$ cat src/rtl/expr_eval.sv
// Streaming ASCII evaluator for expr = num (op num)*, '*' binding tighter than '+'.
// Optional `-` operator enabled by defining EXPR_SUB_EN.
module expr_eval #(
  parameter int WIDTH      = 16,
  parameter int MAX_DIGITS = 4
) (
  input  logic             clk,
  input  logic             clr,
  input  logic [7:0]       in,
  input  logic             in_valid,
  output logic             out,
  output logic [WIDTH-1:0] value,
  output logic             err
);

  localparam int NW = $clog2(MAX_DIGITS + 1);

  typedef enum logic [1:0] {IDLE, NUM, OP, ERR} state_t;

  state_t           state;
  logic [WIDTH-1:0] sum, prod, cur;
  logic [NW-1:0]    ndig;

  logic             is_digit, is_plus, is_star, is_minus, is_addop;
  logic [WIDTH-1:0] cur_next, pc, term;

  assign is_digit = (in >= 8'd48) && (in <= 8'd57);
  assign is_plus  = (in == 8'd43);
  assign is_star  = (in == 8'd42);

`ifdef EXPR_SUB_EN
  logic neg;
  assign is_minus = (in == 8'd45);
  assign term     = neg ? -pc : pc;
`else
  assign is_minus = 1'b0;
  assign term     = pc;
`endif

  assign is_addop = is_plus | is_minus;
  // For ASCII '0'..'9' the low nibble is already the digit value.
  assign cur_next = cur * WIDTH'(10) + WIDTH'(in[3:0]);
  assign pc       = prod * cur;

  always_ff @(posedge clk or posedge clr) begin
    if (clr) begin
      state <= IDLE;
      sum   <= '0;
      prod  <= WIDTH'(1);
      cur   <= '0;
      ndig  <= '0;
`ifdef EXPR_SUB_EN
      neg   <= 1'b0;
`endif
    end else if (in_valid) begin
      unique case (state)
        IDLE, OP: begin
          if (is_digit) begin
            state <= NUM;
            cur   <= cur_next;
            ndig  <= ndig + NW'(1);
          end else begin
            state <= ERR;
          end
        end
        NUM: begin
          if (is_digit) begin
            if (ndig < NW'(MAX_DIGITS)) begin
              cur  <= cur_next;
              ndig <= ndig + NW'(1);
            end else begin
              state <= ERR;
            end
          end else if (is_star) begin
            state <= OP;
            prod  <= pc;
            cur   <= '0;
            ndig  <= '0;
          end else if (is_addop) begin
            state <= OP;
            sum   <= sum + term;
            prod  <= WIDTH'(1);
            cur   <= '0;
            ndig  <= '0;
`ifdef EXPR_SUB_EN
            neg   <= is_minus;
`endif
          end else begin
            state <= ERR;
          end
        end
        ERR: state <= ERR;
      endcase
    end
  end

  assign out   = (state == NUM);
  assign err   = (state == ERR);
  assign value = out ? sum + term : '0;

endmodule

$ cat config.mk
export PLATFORM = sky130hd
export DESIGN_NAME = expr_eval
export DESIGN_NICKNAME = d
export VERILOG_FILES = /design/src/rtl/expr_eval.sv
export SDC_FILE = /design/constraint.sdc
export NUM_CORES = 1
export LEC_CHECK = 0
export ABC_AREA = 1
export CORE_MARGIN = 5
export CORE_UTILIZATION = 50
export CTS_CLUSTER_DIAMETER = 120
export CTS_CLUSTER_SIZE = 12
export DETAILED_ROUTE_END_ITERATION = 8
export PLACE_DENSITY = 0.67
export SYNTH_ARGS = -nofsm -noshare
export SYNTH_HDL_FRONTEND = slang
export SYNTH_SLANG_ARGS = --single-unit
$ cat constraint.sdc
create_clock -name clk -period 11 [get_ports clk]
set_input_delay 3.3 -clock clk [delete_from_list [all_inputs] [get_ports clk]]
set_output_delay 3.3 -clock clk [all_outputs]
set_load 0.01 [all_outputs]
==> flow_metrics.tcl <==
set metrics [dict create \
    status "finished clean" \
    synth_nets 1356 \
    synth_area_leaders "fa_1 20%, dfrtp_1 15%, ha_1 14%" \
    grt_pass1_wl_mm 32.7 \
    min_period_over_period_pct 95.3 \
    rows 47 \
    gp_congestion 0.886 \
    vias 6940 \
    insertion_delay_ns 0.32 \
    dr.first_iter.drc_count 289 \
    routed_via_density 4.97 \
    drive_gt1_share_pct 4.76 \
    finalSetupViolations 0 \
    antenna_cells 0 \
    die_w_microns 140 \
    numCtsBuffers 5 \
    critPathKind "reg2out" \
    worstSetupEndpointType "primary output" \
    dr.pass1.iters 4 \
    p_sw_share_pct 25.2 \
    cts_tree "yes" \
    ir_worst_vdd_mv 0.0594 \
    n_fill_cell 1621 \
    hold_class "reg2reg" \
    synth_largest_area_cell "fa_1" \
    max_slew.worst_pin.slew_ns 0.848 \
    yosys_most_used_dff "dfrtp_1" \
    power_density_nw_per_um2 42.8 \
    io_pins 29 \
    total_power_mw 0.385 \
    hold_violations 0 \
    grt_max_degree 54 \
    crit_arrival_ns 7.18 \
    post-route-worst-setup-slack_ns 0.515 \
    yosys_warnings 0 \
    floorplan.initialDensity_pct 50.9 \
    cts_sinks 53 \
    yosysTopAreaCellShare_pct 19.7 \
    combPwrFrac_pct 3.7 \
    cts-hold-fix-buffers 0 \
    post-route-drc-count 0 \
    layout_min_cycle_time_ns 10.48 \
    netSwitchingPower_mw 0.0968 \
    pwr-share-seq_pct 51.0 \
    max_freq_mhz 95.4 \
    p_int_mw 0.288 \
    drv_slew 0 \
    startpoint_type "flip-flop" \
    die_h_microns 140 \
    cts_buffer_depth 2 \
    ys_seq_area_share_pct 15.8 \
    cap_violations 0 \
    final_nets 1361 \
    syn-mean-instance-area_sq_um 7.19 \
    area_delta_synth_final_pct 6.94 \
    timing.hold.ws_ns 0.490 \
    slew_headroom_pct 43.4 \
    netlist_area_sq_um 8410 \
    portBuffers 28 \
    ant_nets 0 \
    p_leak_nw 5.27 \
    clockPowerShare_pct 45.3 \
    ctsHtreeMaxLevel 2 \
    core_sq_um 16500 \
    skew_ns 0.0152 \
    ys_top_cells_by_count "304 x inv_1, 304 x nand2_1, 92 x ha_1, 83 x fa_1, 52 x dfrtp_1" \
    overflow 0 \
    grt_pass1_vias 6959 \
    drt-total-wl_mm 18.7 \
    crit_required_ns 7.70 \
    track_usage_pct 20.1 \
    cts_root_buf "clkbuf_16" \
    path_clk_slew_ns 0.09 \
    yosysUniqueCellTypes 43 \
    path_max_fanout 10 \
    syn_inst 1170 \
    fp.dieArea_sq_um 19500 \
    place_hpwl_mm 15.0 \
    synth_edf_count 0 \
    ys_ff_latch 53 \
    antenna_found_initial 0 \
    preCtsSetupSlack_ns 0.600 \
    wire_per_inst_microns 13.4 \
    async_reset_ff_share_pct 100 \
]
final cells by class:
class | instances | area [sq um] | area share [%]
sequential | 53 | 1340 | 14.9
clock inverter | 3 | 33.8 | 0.375
inverter | 306 | 1150 | 12.8
multi-input combinational | 772 | 5730 | 63.6
clock buffer | 5 | 125 | 1.39
timing repair buffer | 37 | 348 | 3.87
tap | 220 | 275 | 3.06
metal layers:
| metal | global-route usage (%) | vias to the layer above | share of wire (%) | wire length [microns] |
|---|---|---|---|---|
| met5 | 0 | - | 0 | 0 |
| met4 | 5.76 | 0 | 2.2 | 412 |
| met3 | 2.81 | 30 | 3.9 | 736 |
| met2 | 34.1 | 150 | 47 | 8740 |
| met1 | 26.9 | 3235 | 47 | 8760 |
| li1 | - | 3525 | - | - |
power by group through the flow:
stage | logic [mW] | registers, mW | clock network (mW)
floorplan | 0.00838 | 0.199 | 0
global placement | 0.0145 | 0.200 | 0
detailed placement | 0.0147 | 0.200 | 0
CTS | 0.0147 | 0.196 | 0.179
global route | 0.0166 | 0.196 | 0.186
finish | 0.0143 | 0.196 | 0.174
state kept, by name (all words and copies together), names as in the netlist:
register and flops:
sum 16, state 2, cur 16, ndig 3, prod 16
through the flow:
stage	utilization, %	setup TNS (ns)	area [sq um]	instances
after detailed placement	53.2	0	8780	1384
after global placement	53.2	0	8780	1384
final	54.5	0	9000	1396
after floorplan	-	0	8410	1170
after CTS	54.1	0	8940	1392
after global routing	54.5	-0.00730	9000	1396
worst max-delay path, cell delays in order (launching register included):
cell             delay [ns]
dfrtp_1                0.62
nand2_1                0.16
fa_1                   0.59
fa_1                   0.45
fa_1                   0.49
fa_1                   0.49
inv_1                  0.06
fa_1                   0.53
inv_1                  0.06
fa_1                   0.55
inv_1                  0.04
ha_1                   0.33
nand2_1                0.07
nor2_1                 0.14
nand3_1                0.11
o2111ai_1              0.12
xor2_1                 0.28
ha_1                   0.30
inv_1                  0.12
nor3_2                 0.07
o21ai_0                0.07
o2111ai_1              0.13
a31oi_2                0.24
inv_1                  0.06
nand3_1                0.10
nand2_1                0.08
nor2_2                 0.08
clkdlybuf4s50_1        0.54
cells by family after synthesis:
kind of cell               count (synthesis)  synth area share, %
AOI/OAI and AO/OA                        124                 8.86
buffers and inverters                    345                 16.3
adders and majority gates                175                 33.4
and+or+nand+nor                          435                 21.4
DFF                                       53                 15.8
xor gates and xnor gates                  38                 4.18
final timing paths:
check	startpoint	endpoint	slack (ns)	cells after the start
min in group asynchronous	clr	state[0]	3.49	3
max in group asynchronous	clr	prod[7]	6.98	3
worst max register to register	cur[3]	sum[14]	4.55	24
worst min-delay path	sum[2]	sum[2]	0.49	2
worst min register to register	sum[2]	sum[2]	0.49	2
worst max-delay path	prod[8]	value[15]	0.52	27
cell usage in the layout, fill, tap and decap left out, types with 4 or more instances in the layout:
cell type        netlist  final
a21oi_1               40     40
a22o_1                13     13
buf_4                 13      9
clkbuf_16              0      5
clkdlybuf4s50_1        0     28
dfrtp_1               52     40
dfrtp_2                0     12
fa_1                  83     83
ha_1                  92     92
inv_1                304    303
nand2_1              304    304
nand2_2                8      8
nand3_1               51     51
nand3b_1               5      5
nor2_1                42     42
nor2_2                 5      5
nor3_1                 9      8
o2111ai_1              4      4
o21ai_0               35     33
o21ai_1               10     12
o21bai_1               7      7
xnor2_1               10     10
xor2_1                27     27
what timing repair did:
action,4_1_cts,5_1_grt
setup endpoints to repair,0,3
buffers inserted,0,4
hold endpoints to repair,0,0
resized for setup,0,16
No activity file was read; power rests on OpenSTA's default activity.
